`config.mk`:
```
export PLATFORM = sky130hd
export DESIGN_NAME = msrv32_wb_arbiter
export DESIGN_NICKNAME = d
export VERILOG_FILES = /design/src/rtl/msrv32_wb_arbiter.sv
export SDC_FILE = /design/constraint.sdc
export NUM_CORES = 1
export LEC_CHECK = 0
export CAP_MARGIN = 20
export CORE_ASPECT_RATIO = 0.9
export CORE_UTILIZATION = 42
export CTS_CLUSTER_DIAMETER = 150
export DETAILED_ROUTE_END_ITERATION = 6
export HOLD_SLACK_MARGIN = 0.06
export PLACE_DENSITY = 0.86
export SETUP_SLACK_MARGIN = 0.4
export SKIP_CTS_REPAIR_TIMING = 1
export SYNTH_ARGS = -nofsm -noshare
export SYNTH_HDL_FRONTEND = slang
export SYNTH_SLANG_ARGS = --single-unit
```
`constraint.sdc`:
```
create_clock -name clock -period 5.75 [get_ports clock]
set_clock_uncertainty 0.2 [all_clocks]
set_input_delay 1.15 -clock clock [delete_from_list [all_inputs] [get_ports clock]]
set_output_delay 1.15 -clock clock [all_outputs]
set_load 0.05 [all_outputs]
```
`src/rtl/msrv32_wb_arbiter.sv`:
```
// Register-file writeback arbiter: shares the single integer write port
// between the ALU and LSU sources with a valid/ready handshake.
module msrv32_wb_arbiter #(
    parameter bit FIXED_PRIO = 1'b0
) (
    input  logic        clock,
    input  logic        reset_n_in,
    input  logic        alu_valid_in,
    input  logic [4:0]  alu_rd_addr_in,
    input  logic [31:0] alu_rd_in,
    output logic        alu_ready_out,
    input  logic        lsu_valid_in,
    input  logic [4:0]  lsu_rd_addr_in,
    input  logic [31:0] lsu_rd_in,
    output logic        lsu_ready_out,
    input  logic        flush_in,
    output logic        wr_en_out,
    output logic [4:0]  rd_addr_out,
    output logic [31:0] rd_out,
    output logic [15:0] conflict_cnt_out
);

    typedef enum logic {
        PRI_ALU = 1'b0,
        PRI_LSU = 1'b1
    } pri_state_t;

    pri_state_t  pri_state;
    logic        both_valid;
    logic        grant_alu;
    logic        grant_lsu;
    logic        any_grant;
    logic [4:0]  sel_addr;
    logic [31:0] sel_data;

    assign both_valid = alu_valid_in && lsu_valid_in;

    // Readies are gated by reset too, so nothing handshakes while held in reset.
    always_comb begin
        grant_alu = 1'b0;
        grant_lsu = 1'b0;
        if (reset_n_in && !flush_in) begin
            if (both_valid) begin
                if (FIXED_PRIO || pri_state == PRI_LSU)
                    grant_lsu = 1'b1;
                else
                    grant_alu = 1'b1;
            end else begin
                grant_alu = alu_valid_in;
                grant_lsu = lsu_valid_in;
            end
        end
    end

    assign any_grant     = grant_alu || grant_lsu;
    assign sel_addr      = grant_lsu ? lsu_rd_addr_in : alu_rd_addr_in;
    assign sel_data      = grant_lsu ? lsu_rd_in      : alu_rd_in;
    assign alu_ready_out = grant_alu;
    assign lsu_ready_out = grant_lsu;

    always_ff @(posedge clock or negedge reset_n_in) begin
        if (!reset_n_in) begin
            pri_state        <= PRI_ALU;
            wr_en_out        <= 1'b0;
            rd_addr_out      <= 5'd0;
            rd_out           <= 32'd0;
            conflict_cnt_out <= 16'd0;
        end else begin
            // x0 writes still complete the handshake but never strobe the port.
            wr_en_out <= any_grant && (sel_addr != 5'd0);
            if (any_grant) begin
                rd_addr_out <= sel_addr;
                rd_out      <= sel_data;
            end
            if (grant_alu)
                pri_state <= PRI_LSU;
            else if (grant_lsu)
                pri_state <= PRI_ALU;
            if (both_valid && !flush_in && conflict_cnt_out != 16'hFFFF)
                conflict_cnt_out <= conflict_cnt_out + 16'd1;
        end
    end

endmodule

```
==> impl_metrics.py <==
metrics = {
    "grt": {
        "grt_pass1_wl_mm": 10.4,
        "grt_max_degree": 57,
        "grt_usage_pct": 21.2,
        "grt.met2_usage_pct": 36.4,
        "grt_pass1_vias": 2184,
        "busiest_layer": "met2",
        "grt_overflow_total": 0,
        "grt_antenna_before_repair": 0,
        "use_met3_pct": 6.36,
        "grt_use_met1_pct": 26.7,
    },
    "final_layout": {
        "drive_gt1_share_pct": 5.54,
        "antennaDiodeCount": 0,
        "final_util_pct": 70.2,
        "stdcell_area_um2": 3970,
        "fin_nets": 459,
        "areaGrowthSynthToFinish_pct": 60.8,
        "final_cell_mix": "clkdlybuf4s50_1 (132), nand2_1 (75), dfrtp_1 (55)",
        "final_common_cell": "clkdlybuf4s50_1",
        "fillers": 475,
    },
    "timing": {
        "max_freq_ghz": 0.237,
        "final-max-slew-violation-count": 0,
        "whs_ns": 0.281,
        "min_period_ns": 4.23,
        "fin_setup_tns_ns": 0,
        "setup_viol": 0,
        "hold_violations": 0,
        "relSlewSlack_pct": 54.8,
        "grt_setup_unrepaired": "no",
        "worst_pin_slew_ns": 0.679,
        "final.period_utilization_pct": 73.5,
    },
    "worst_setup_path": {
        "rr_worst_depth": 5,
        "critPathLaunchType": "primary input",
        "regToRegEndpoint": "conflict_cnt_out[1]",
        "crit_arrival_ns": 2.88,
        "worst-path-max-fanout": 5,
        "r2r_slack_ns": 3.67,
        "r2r_start": "conflict_cnt_out[0]",
        "path_class": "in2out",
        "worst_setup_path_end_kind": "primary output",
        "crit_required_ns": 4.40,
    },
    "floorplan": {
        "start_util_pct": 43.6,
        "core_area_um2": 5660,
        "die_h_um": 74.8,
        "chipWidth_um": 82.8,
        "rows": 26,
        "num_io_pins": 135,
        "die_area_um2": 6190,
    },
    "min_path": {
        "whs_path_depth": 2,
        "min_to": "rd_out[26]",
        "worstHoldStart": "rd_out[26]",
        "min_path_type": "reg2reg",
    },
    "run_status": {
        "status": "finished clean",
    },
    "route": {
        "dr.first_iter.drc_count": 128,
        "drc_errors": 0,
        "wl_per_cell_um": 14.8,
        "routed_wl_mm": 6.65,
        "via_count": 2330,
        "via_per_inst": 5.19,
        "drtAntennaViolNets": 0,
        "drtPass1Iterations": 4,
    },
    "synthesis": {
        "ys_seq_area_share_pct": 55.7,
        "synth-main-ff-cell": "dfrtp_1",
        "syn_area_um2": 2470,
        "async_flop_share_pct": 100,
        "syn_inst": 246,
        "synth_edf_count": 0,
        "syn_area_per_cell_um2": 10.0,
        "synth-seq-cells": 55,
        "synth_nets": 326,
        "yosys_warnings": 0,
        "synth_cell_type_count": 30,
    },
    "power_and_ir_drop": {
        "ir_worst_vdd_uv": 163,
        "finalPower_uw": 1300,
        "leakage_uw": 0.00181,
        "power_density_nw_per_um2": 328,
    },
    "clock_network": {
        "cts.reportedPaths.clkPinSlew_ns": 0.09,
        "cts_buffers": 5,
        "cts_buffer_depth": 2,
        "clock-sinks": 55,
        "htree_levels": 2,
        "cts_tree": "done",
        "clk_latency_ns": 0.30,
        "cts-root-buf": "clkbuf_8",
    },
    "place": {
        "io_buffers": 134,
        "gp_congestion": 0.790,
        "dp_hpwl_mm": 4.95,
        "placed_area_um2": 3880,
    },
    "job": {
        "maxCapViolCount": 0,
    },
}
[worst max path at each step]
| stage | from | end | slack (ns) | depth (start not counted) |
|---|---|---|---|---|
| finish | lsu_valid_in | lsu_ready_out | 1.52 | 4 |
| global route | lsu_valid_in | lsu_ready_out | 1.47 | 4 |
| CTS | lsu_valid_in | lsu_ready_out | 1.52 | 4 |
| detailed placement | lsu_valid_in | lsu_ready_out | 1.54 | 4 |
| global placement | lsu_valid_in | lsu_ready_out | 1.59 | 4 |
| floorplan | reset_n_in | alu_ready_out | 2.23 | 4 |
[logic make-up (layout without fill, tap and decap cells)]
group,Yosys count,in the layout,share of synthesized area [%]
AND/OR/NAND/NOR,112,112,21.5
flip-flops,55,55,55.7
multiplexers,7,7,3.09
AO/OA/AOI/OAI,46,46,12.7
XOR/XNOR,12,12,4.26
buffers and inverters,13,146,2.23
adder cells (fa/ha/maj),1,1,0.507
[cell usage after synthesis, types with 2 or more instances]
cell / instances / area [um2]
nand2_1: 75 / 282
dfrtp_1: 55 / 1380
a22oi_1: 32 / 240
xor2_1: 12 / 105
nor3_1: 9 / 45.0
o21ai_0: 9 / 45.0
clkbuf_1: 7 / 26.3
buf_2: 5 / 25.0
mux2i_1: 5 / 50.1
nand3_1: 4 / 20.0
nand4_1: 4 / 25.0
nor2_1: 4 / 15.0
nand3b_1: 3 / 22.5
a21oi_1: 2 / 10.0
and3_1: 2 / 12.5
and4_1: 2 / 17.5
nand4_2: 2 / 25.0
or4_1: 2 / 15.0
[worst max-delay path, stage by stage]
cell and delay [ns]:
clkdlybuf4s50_1 0.57, nand3b_1 0.17, a21oi_4 0.17, clkdlybuf4s50_1 0.82
[metal layers]
layer	share of wire (%)	vias up	wire length, um
li1	-	1123	-
met1	42	1102	2810
met2	49	101	3290
met3	7.7	4	512
met4	0.63	0	42
met5	0	-	0
[registers in the layout (all words and copies together) (netlist names)]
name and cells:
rd_out 32, conflict_cnt_out 16, rd_addr_out 5, pri_state 1, wr_en_out 1
[stage by stage]
| stage | setup slack (ns) | cells |
|---|---|---|
| after floorplan | 2.23 | 246 |
| after global placement | 1.59 | 442 |
| after detailed placement | 1.54 | 442 |
| after CTS | 1.52 | 449 |
| after global routing | 1.47 | 449 |
| final | 1.52 | 449 |
[cell type report]
| cell class | count | area, um2 | share of cell area (%) |
|---|---|---|---|
| Sequential cell | 55 | 1380 | 34.6 |
| Clock buffer | 6 | 82.6 | 2.08 |
| Tap cell | 70 | 87.6 | 2.20 |
| Multi-Input combinational cell | 178 | 1050 | 26.5 |
| Inverter | 1 | 3.75 | 0.0945 |
| Timing Repair Buffer | 138 | 1360 | 34.3 |
| Clock inverter | 1 | 5.00 | 0.126 |
[power by group]
part	total [uW]	switching (uW)	internal, uW
combinational	578	367	211
sequential	513	54.6	459
clock	211	116	94.8
total	1300	537	765
(Power assumes the default switching activity.)
